===== src/rtl/reg_bank_write.sv =====
// Storage and write stage of the 8-entry register file.
// Single-cycle writes, plus a clear sequencer that loads CLR_VALUE into one
// register per cycle (reg0 first) while busy is high.
module reg_bank_write #(
  parameter int unsigned       WIDTH     = 32,
  parameter logic [WIDTH-1:0]  CLR_VALUE = '0
) (
  input  logic             clk,
  input  logic             reset,
  input  logic             we,
  input  logic [2:0]       wAddr,
  input  logic [WIDTH-1:0] wData,
  input  logic             clr,
  output logic             busy,
  output logic             wr_rej,
  output logic [7:0]       wr_cnt,
  output logic [WIDTH-1:0] from_reg0,
  output logic [WIDTH-1:0] from_reg1,
  output logic [WIDTH-1:0] from_reg2,
  output logic [WIDTH-1:0] from_reg3,
  output logic [WIDTH-1:0] from_reg4,
  output logic [WIDTH-1:0] from_reg5,
  output logic [WIDTH-1:0] from_reg6,
  output logic [WIDTH-1:0] from_reg7
);

  typedef enum logic {IDLE, CLEAR} state_t;

  state_t           state, state_n;
  logic [2:0]       ptr, ptr_n;
  logic             accept;
  logic             reject;
  logic             clear_en;
  logic [WIDTH-1:0] regs [8];

  // State, pointer and status flops
  always_ff @(posedge clk or posedge reset) begin
    if (reset) begin
      state  <= IDLE;
      ptr    <= '0;
      busy   <= 1'b0;
      wr_rej <= 1'b0;
      wr_cnt <= '0;
    end else begin
      state  <= state_n;
      ptr    <= ptr_n;
      busy   <= (state_n == CLEAR);
      wr_rej <= reject;
      if (accept && (wr_cnt != 8'hFF))
        wr_cnt <= wr_cnt + 8'd1;
    end
  end

  // Next-state and write/clear arbitration; clr wins over a same-cycle write
  always_comb begin
    state_n  = state;
    ptr_n    = ptr;
    accept   = 1'b0;
    reject   = 1'b0;
    clear_en = 1'b0;
    unique case (state)
      IDLE: begin
        if (clr) begin
          state_n = CLEAR;
          ptr_n   = '0;
          reject  = we;
        end else begin
          accept  = we;
        end
      end
      CLEAR: begin
        clear_en = 1'b1;
        ptr_n    = ptr + 3'd1;
        reject   = we;
        if (ptr == 3'd7)
          state_n = IDLE;
      end
      default: state_n = IDLE;
    endcase
  end

  // Register array: accepted writes and progressive clear
  always_ff @(posedge clk or posedge reset) begin
    if (reset) begin
      for (int unsigned i = 0; i < 8; i++)
        regs[i] <= '0;
    end else if (accept) begin
      regs[wAddr] <= wData;
    end else if (clear_en) begin
      regs[ptr] <= CLR_VALUE;
    end
  end

  assign from_reg0 = regs[0];
  assign from_reg1 = regs[1];
  assign from_reg2 = regs[2];
  assign from_reg3 = regs[3];
  assign from_reg4 = regs[4];
  assign from_reg5 = regs[5];
  assign from_reg6 = regs[6];
  assign from_reg7 = regs[7];

endmodule


===== config.mk =====
export PLATFORM = sky130hd
export DESIGN_NAME = reg_bank_write
export DESIGN_NICKNAME = d
export VERILOG_FILES = /design/src/rtl/reg_bank_write.sv
export SDC_FILE = /design/constraint.sdc
export NUM_CORES = 1
export LEC_CHECK = 0
export CAP_MARGIN = 20
export CORE_ASPECT_RATIO = 1.2
export CORE_MARGIN = 4
export CORE_UTILIZATION = 46
export DETAILED_ROUTE_END_ITERATION = 6
export DONT_BUFFER_PORTS = 1
export GPL_TIMING_DRIVEN = 0
export PLACE_DENSITY_LB_ADDON = 0.25
export SYNTH_ARGS = -nofsm -noshare
export SYNTH_HDL_FRONTEND = slang
export SYNTH_SLANG_ARGS = --single-unit

===== constraint.sdc =====
create_clock -name clk -period 9.5 [get_ports clk]
set_input_delay 1.425 -clock clk [delete_from_list [all_inputs] [get_ports clk]]
set_output_delay 1.425 -clock clk [all_outputs]
set_load 0.02 [all_outputs]

==> results of run 1 <==
## per-layer routing
metal	vias to the layer above	wire, µm
li1	3983	-
met1	4271	13200
met2	387	17200
met3	66	3660
met4	0	1090
met5	-	0
## flip-flops by register name, indices dropped and copies added, names as in the netlist, 8 cells and up
signal,flops
from_reg7,32
from_reg1,32
from_reg6,32
from_reg3,32
from_reg2,32
wr_cnt,8
from_reg5,32
from_reg0,32
from_reg4,32
## metrics by stage
step | instances | utilization, %
finish | 1586 | 53.0
global route | 1586 | 53.0
CTS | 1586 | 53.0
detailed placement | 1536 | 49.1
global placement | 1534 | 48.9
floorplan | 1219 | -
## placed cells by master, fill, tap and decap left out, drive strengths merged, types with 2 or more instances in the layout
cell type,instances
nand2,519
dfrtp,269
nand3,136
o21ai,130
buf,86
clkbuf,73
nor2b,6
and3,6
nor2,5
clkinv,4
nor3,4
nand4,3
mux2,3
a31oi,3
ha,3
nor3b,3
inv,3
a21oi,2
a22o,2
xor2,2
## cell type report
| type | count | area (µm²) | area share (%) |
|---|---|---|---|
| Timing Repair Buffer | 2 | 55.1 | 0.445 |
| Inverter | 2 | 15.0 | 0.121 |
| Buffer | 113 | 607 | 4.90 |
| Clock inverter | 6 | 58.8 | 0.475 |
| Clock buffer | 44 | 842 | 6.80 |
| Tap cell | 315 | 394 | 3.19 |
| Multi-Input combinational cell | 835 | 3670 | 29.7 |
| Sequential cell | 269 | 6730 | 54.4 |
## where the power goes
part / internal [mW] / switching (mW) / total, mW
combinational: 0.166 / 0.364 / 0.531
clock: 0.632 / 0.444 / 1.08
sequential: 1.40 / 0.575 / 1.97
total: 2.20 / 1.38 / 3.58
## worst reg2reg max path: stages (launching register included)
cell and delay [ns]:
sky130_fd_sc_hd__dfrtp_1 0.52, sky130_fd_sc_hd__nor3b_2 0.30, sky130_fd_sc_hd__nand3_1 0.51, sky130_fd_sc_hd__clkbuf_1 0.39, sky130_fd_sc_hd__nand3_1 0.15, sky130_fd_sc_hd__nand2_1 0.06
## synthesized netlist by cell type
cell type                  count
sky130_fd_sc_hd__a21o_1        1
sky130_fd_sc_hd__a21oi_1       2
sky130_fd_sc_hd__a22o_1        2
sky130_fd_sc_hd__a31oi_1       3
sky130_fd_sc_hd__a41oi_1       1
sky130_fd_sc_hd__and2_1        1
sky130_fd_sc_hd__and2b_4       1
sky130_fd_sc_hd__and3_1        6
sky130_fd_sc_hd__and4_1        1
sky130_fd_sc_hd__buf_2        54
sky130_fd_sc_hd__buf_4        30
sky130_fd_sc_hd__clkbuf_1     27
sky130_fd_sc_hd__clkbuf_2      2
sky130_fd_sc_hd__dfrtp_1     269
sky130_fd_sc_hd__ha_1          3
sky130_fd_sc_hd__inv_1         2
sky130_fd_sc_hd__mux2_2        3
sky130_fd_sc_hd__nand2_1     519
sky130_fd_sc_hd__nand2b_1      1
sky130_fd_sc_hd__nand3_1     135
sky130_fd_sc_hd__nand3_2       1
sky130_fd_sc_hd__nand3b_1      1
sky130_fd_sc_hd__nand4_1       3
sky130_fd_sc_hd__nor2_1        5
sky130_fd_sc_hd__nor2b_1       6
sky130_fd_sc_hd__nor3_1        2
sky130_fd_sc_hd__nor3_4        2
sky130_fd_sc_hd__nor3b_1       1
sky130_fd_sc_hd__nor3b_2       2
sky130_fd_sc_hd__o21ai_0      91
sky130_fd_sc_hd__o21ai_1      39
sky130_fd_sc_hd__xnor2_1       1
sky130_fd_sc_hd__xor2_1        2
## logic make-up after synthesis
kind of cell,after synthesis
xor+xnor,3
fa+ha+maj,3
simple gates,687
compound gates,139
flops,269
buf+inv,115
mux,3
## worst max path at each step
stage | startpoint | endpoint | slack (ns) | depth (start not counted)
after global placement | reset | from_reg2[10] | -2.39 | 1
after global routing | state | busy | 6.92 | 0
after detailed placement | wAddr[2] | from_reg7[10] | 6.57 | 5
after floorplan | reset | from_reg0[0] | 0.66 | 1
after CTS | state | busy | 6.93 | 0
final | state | busy | 6.96 | 0
==> impl_metrics.ini, run 1 <==
[global_routing]
grt_max_degree = 98
use_met2_pct = 44.0
grtUsageMet3_pct = 8.33
grt_most_used_layer = met2
grt_antenna_before_repair = 0
grt_pass1_vias = 8605
globalRouteOverflowTotal = 0
met1_usage_pct = 32.8
grt_pass1_wl_um = 53800
grtUsageTotal_pct = 26.2

[yosys]
synthesis.area_per_instance_um2 = 9.04
synth.top_cell.area_share_pct = 61.1
synthAdderAreaFrac_pct = 0.341
synth_sequential_area_ratio_pct = 61.1
yosys.area_share.simple_pct = 26.0
mappedNetlistNets = 1261
post_synthesis_xor_xnor_area_fraction_pct = 0.239
yosys.cell_types.count = 33
complex_gate_fraction_of_the_synthesized_area_pct = 6.47
syn_inst = 1219
synth_area_leaders = sky130_fd_sc_hd__dfrtp_1 61%, sky130_fd_sc_hd__nand2_1 18%, sky130_fd_sc_hd__nand3_1 6.1%
synth_warnings = 0
synth-seq-cells = 269
yosys.area.top_type = sky130_fd_sc_hd__dfrtp_1
synthMuxAreaShare_pct = 0.307
synth_top_family_by_area = simple AND/OR/NAND/NOR gates
synth.cell_area_mm2 = 0.0110

[layout]
filler_cell_count = 2160
flow.area_growth_from_synthesis_pct = 12.3
drive_gt1_share_pct = 10.9
num-nets-final = 1293
antenna_cells = 0
finalInstanceArea_mm2 = 0.0124

[timing]
hold_viol = 0
maxSlewHeadroom_pct = 58.1
finalCritPeriodShare_pct = 26.7
fin_crit_ns = 2.54
grt_setup_unrepaired = no
clock_skew_ns = 0.00636
final-max-slew-violation-count = 0
whs_ns = 0.627
max_freq_mhz = 394
fin_setup_tns_ns = 0
worst_path_setup_slack_after_routing_ns = 6.96
setup-violations-final = 0
tightest_slew_ns = 0.627

[floorplan]
boundaryPins = 305
initial_utilization_pct = 47.2
core.rowCount = 61
fp.dieArea_mm2 = 0.0265
floorplan.die.width_um = 149
core_outline_area_mm2 = 0.0234
fp.dieH_um = 178

[setup_path]
reg2reg_slack_ns = 7.46
r2r_start = state
crit_fanout = 7
r2r-end = from_reg6[22]
setup.worst_path.class = reg2out
required_ns = 8.08
worst-endpoint-arrival_ns = 1.11
worstSetupStartpointType = flip-flop
worst_r2r_path_depth = 5
type_of_element_capturing_the_critical_path = output pin

[clock_tree]
htreeDepth = 1
clk-insertion-delay-late_ns = 0.53
cts_made_buffers = 28
clkTransAtPathRegs_ns = 0.06
clkSinkCount = 269
cts_root_buffer = sky130_fd_sc_hd__clkbuf_16
cts_resized = 0
tritoncts = done
cts-root-to-sink-buffers = 3
cts.hold.buffers_added = 0
post_cts.repair.setup_buffers = 0

[min_path]
hold_wc_path_type = reg2reg
whs_path_depth = 1
hold_start = ptr[0]
hold-path-endpoint = ptr[0]

[routing]
detail_route.iter0.violations = 559
wirelength_routed_um = 35100
routed_via_density = 5.49
route.vias.total = 8707
drt_pass1_iterations = 5
ant_nets = 0
wl_per_cell_um = 22.1
route.detailed.drc = 0

[pwr]
leakagePower_nw = 6.29
overall_power_consumption_mw = 3.58
power-per-cell-area_mw_per_mm2 = 289
vdd.ir_drop.worst_mv = 0.128

[status]
run_status = complete, no violations

[place]
postPlaceCellArea_mm2 = 0.0115
post-place-ws_ns = 6.57
dpl.hpwl_um = 24400
portBuffers = 0
place_congestion = 0.804

[run]
cap_violations = 0
No activity file was read; power rests on OpenSTA's default activity.
==> run 2, diff against run 1 <==
==> constraint.sdc (replaced) <==
create_clock -name clk -period 2.5 [get_ports clk]
set_input_delay 0.375 -clock clk [delete_from_list [all_inputs] [get_ports clk]]
set_output_delay 0.375 -clock clk [all_outputs]
set_load 0.02 [all_outputs]
==> run 2 against run 1 <==
Combinational power grew to 3.8 times the previous value. Non-clock buffer count grew 7. Largest power group unchanged. Highest routed layer unchanged. Global-route usage is essentially flat. First-iteration DRC count shrank 3.6%.
==> impl_metrics.ini, run 2 (synthesized netlist as in run 1, its figures left out) <==
[status]
run_status = complete, no violations

[clock_tree]
clk-insertion-delay-late_ns = 0.53
tritoncts = done
clkSinkCount = 269
post_cts.repair.setup_buffers = 0
cts-root-to-sink-buffers = 3
cts_made_buffers = 27
cts.hold.buffers_added = 2
cts_root_buffer = sky130_fd_sc_hd__clkbuf_16
htreeDepth = 1
cts_resized = 0
clkTransAtPathRegs_ns = 0.06

[timing]
fin_crit_ns = 2.07
grt_setup_unrepaired = no
fin_setup_tns_ns = 0
final-max-slew-violation-count = 0
finalCritPeriodShare_pct = 82.8
worst_path_setup_slack_after_routing_ns = 0.431
setup-violations-final = 0
hold_viol = 0
tightest_slew_ns = 0.608
maxSlewHeadroom_pct = 59.4
max_freq_mhz = 483
clock_skew_ns = 0.0129

[place]
dpl.hpwl_um = 24900
portBuffers = 0
place_congestion = 0.807
post-place-ws_ns = 0.370
postPlaceCellArea_mm2 = 0.0116

[layout]
num-nets-final = 1299
register_area_mm2 = 0.00673
filler_cell_count = 2126
flow.area_growth_from_synthesis_pct = 13.0
finalInstanceArea_mm2 = 0.0125
drive_gt1_share_pct = 11.4
antenna_cells = 0
area_occupied_by_multi_input_gates_mm2 = 0.00367
layout_common_cells = 519 x sky130_fd_sc_hd__nand2_1, 269 x sky130_fd_sc_hd__dfrtp_1, 135 x sky130_fd_sc_hd__nand3_1
final_common_cell = sky130_fd_sc_hd__nand2_1

[pwr]
p_seq_share_pct = 55.2
power-per-cell-area_mw_per_mm2 = 1090
swShare_pct = 38.8
p_switching_mw = 5.27
clock_power_share_pct = 29.8
overall_power_consumption_mw = 13.6
cell_internal_power_dissipation_mw = 8.31
vdd.ir_drop.worst_mv = 0.489
leakagePower_nw = 6.33
power_frac_comb_pct = 15.1

[floorplan]
fp.dieArea_mm2 = 0.0265
boundaryPins = 305
initial_utilization_pct = 47.2
core.rowCount = 61
fp.dieH_um = 178
floorplan.die.width_um = 149
core_outline_area_mm2 = 0.0234

[run]
cap_violations = 0

[routing]
wl_per_cell_um = 22.2
wirelength_routed_um = 35300
ant_nets = 0
drt_pass1_iterations = 5
detail_route.iter0.violations = 539
routed_via_density = 5.49
route.detailed.drc = 0
route.vias.total = 8734

[setup_path]
type_of_element_capturing_the_critical_path = flip-flop
worst-endpoint-arrival_ns = 2.49
worstSetupStartpointType = flip-flop
crit_fanout = 10
required_ns = 2.92
setup.worst_path.class = reg2reg

[global_routing]
grt_pass1_wl_um = 53600
grt_pass1_vias = 8665
grtUsageTotal_pct = 26.3
grt_max_degree = 44
grt_antenna_before_repair = 0
globalRouteOverflowTotal = 0

[min_path]
hold_wc_path_type = in2reg
-- run 2: power groups by stage --
stage	combinational, mW	sequential [mW]	clock (mW)
4_1_cts	2.06	7.50	4.11
2_1_floorplan	1.48	7.13	0
6_report	2.04	7.49	4.04
3_3_place_gp	1.94	7.56	0
5_1_grt	2.33	7.60	4.29
3_5_place_dp	2.06	7.57	0
-- run 2: layout make-up --
cell class	instances	share of cell area (%)
plain buffers	113	4.87
multi-input cells	835	29.5
clock inverters	10	0.854
well taps	315	3.17
flip-flops and latches	269	54.1
clock buffers	39	6.19
repair buffers	9	1.29
inverters	2	0.0904
-- run 2: per-stage QoR --
| step | hold slack (ns) | util (%) | std cells |
|---|---|---|---|
| 2_1_floorplan | 0.513 | - | 1219 |
| 4_1_cts | 0.0645 | 53.3 | 1592 |
| 3_5_place_dp | 0.342 | 49.5 | 1541 |
| 5_1_grt | 0.0880 | 53.3 | 1592 |
| 3_3_place_gp | 0.518 | 48.9 | 1534 |
| 6_report | 0.0821 | 53.3 | 1592 |
-- run 2: path summary, 6_finish.rpt --
kind	from	end	slack [ns]	cells past startpoint
setup / recovery	state	from_reg6[20]	0.43	5
hold / removal	clr	wr_rej	0.08	2
setup reg to reg	state	from_reg6[20]	0.43	5
hold reg to reg	ptr[0]	ptr[0]	0.63	1
max in group asynchronous	reset	wr_cnt[7]	0.99	5
min in group asynchronous	reset	from_reg6[15]	0.39	2
-- run 2: critical path, stage by stage (launching register included) --
cell	delay, ns
sky130_fd_sc_hd__dfrtp_1	0.52
sky130_fd_sc_hd__nor3b_2	0.31
sky130_fd_sc_hd__nand3_1	0.51
sky130_fd_sc_hd__clkbuf_1	0.40
sky130_fd_sc_hd__nand3_1	0.17
sky130_fd_sc_hd__nand2_1	0.06
-- run 2: metal layers --
metal	global-route usage (%)	vias up	wire [µm]
li1	-	3988	-
met1	33.0	4327	13300
met2	42.8	347	16900
met3	8.84	72	3750
met4	9.00	0	1360
met5	0	-	0
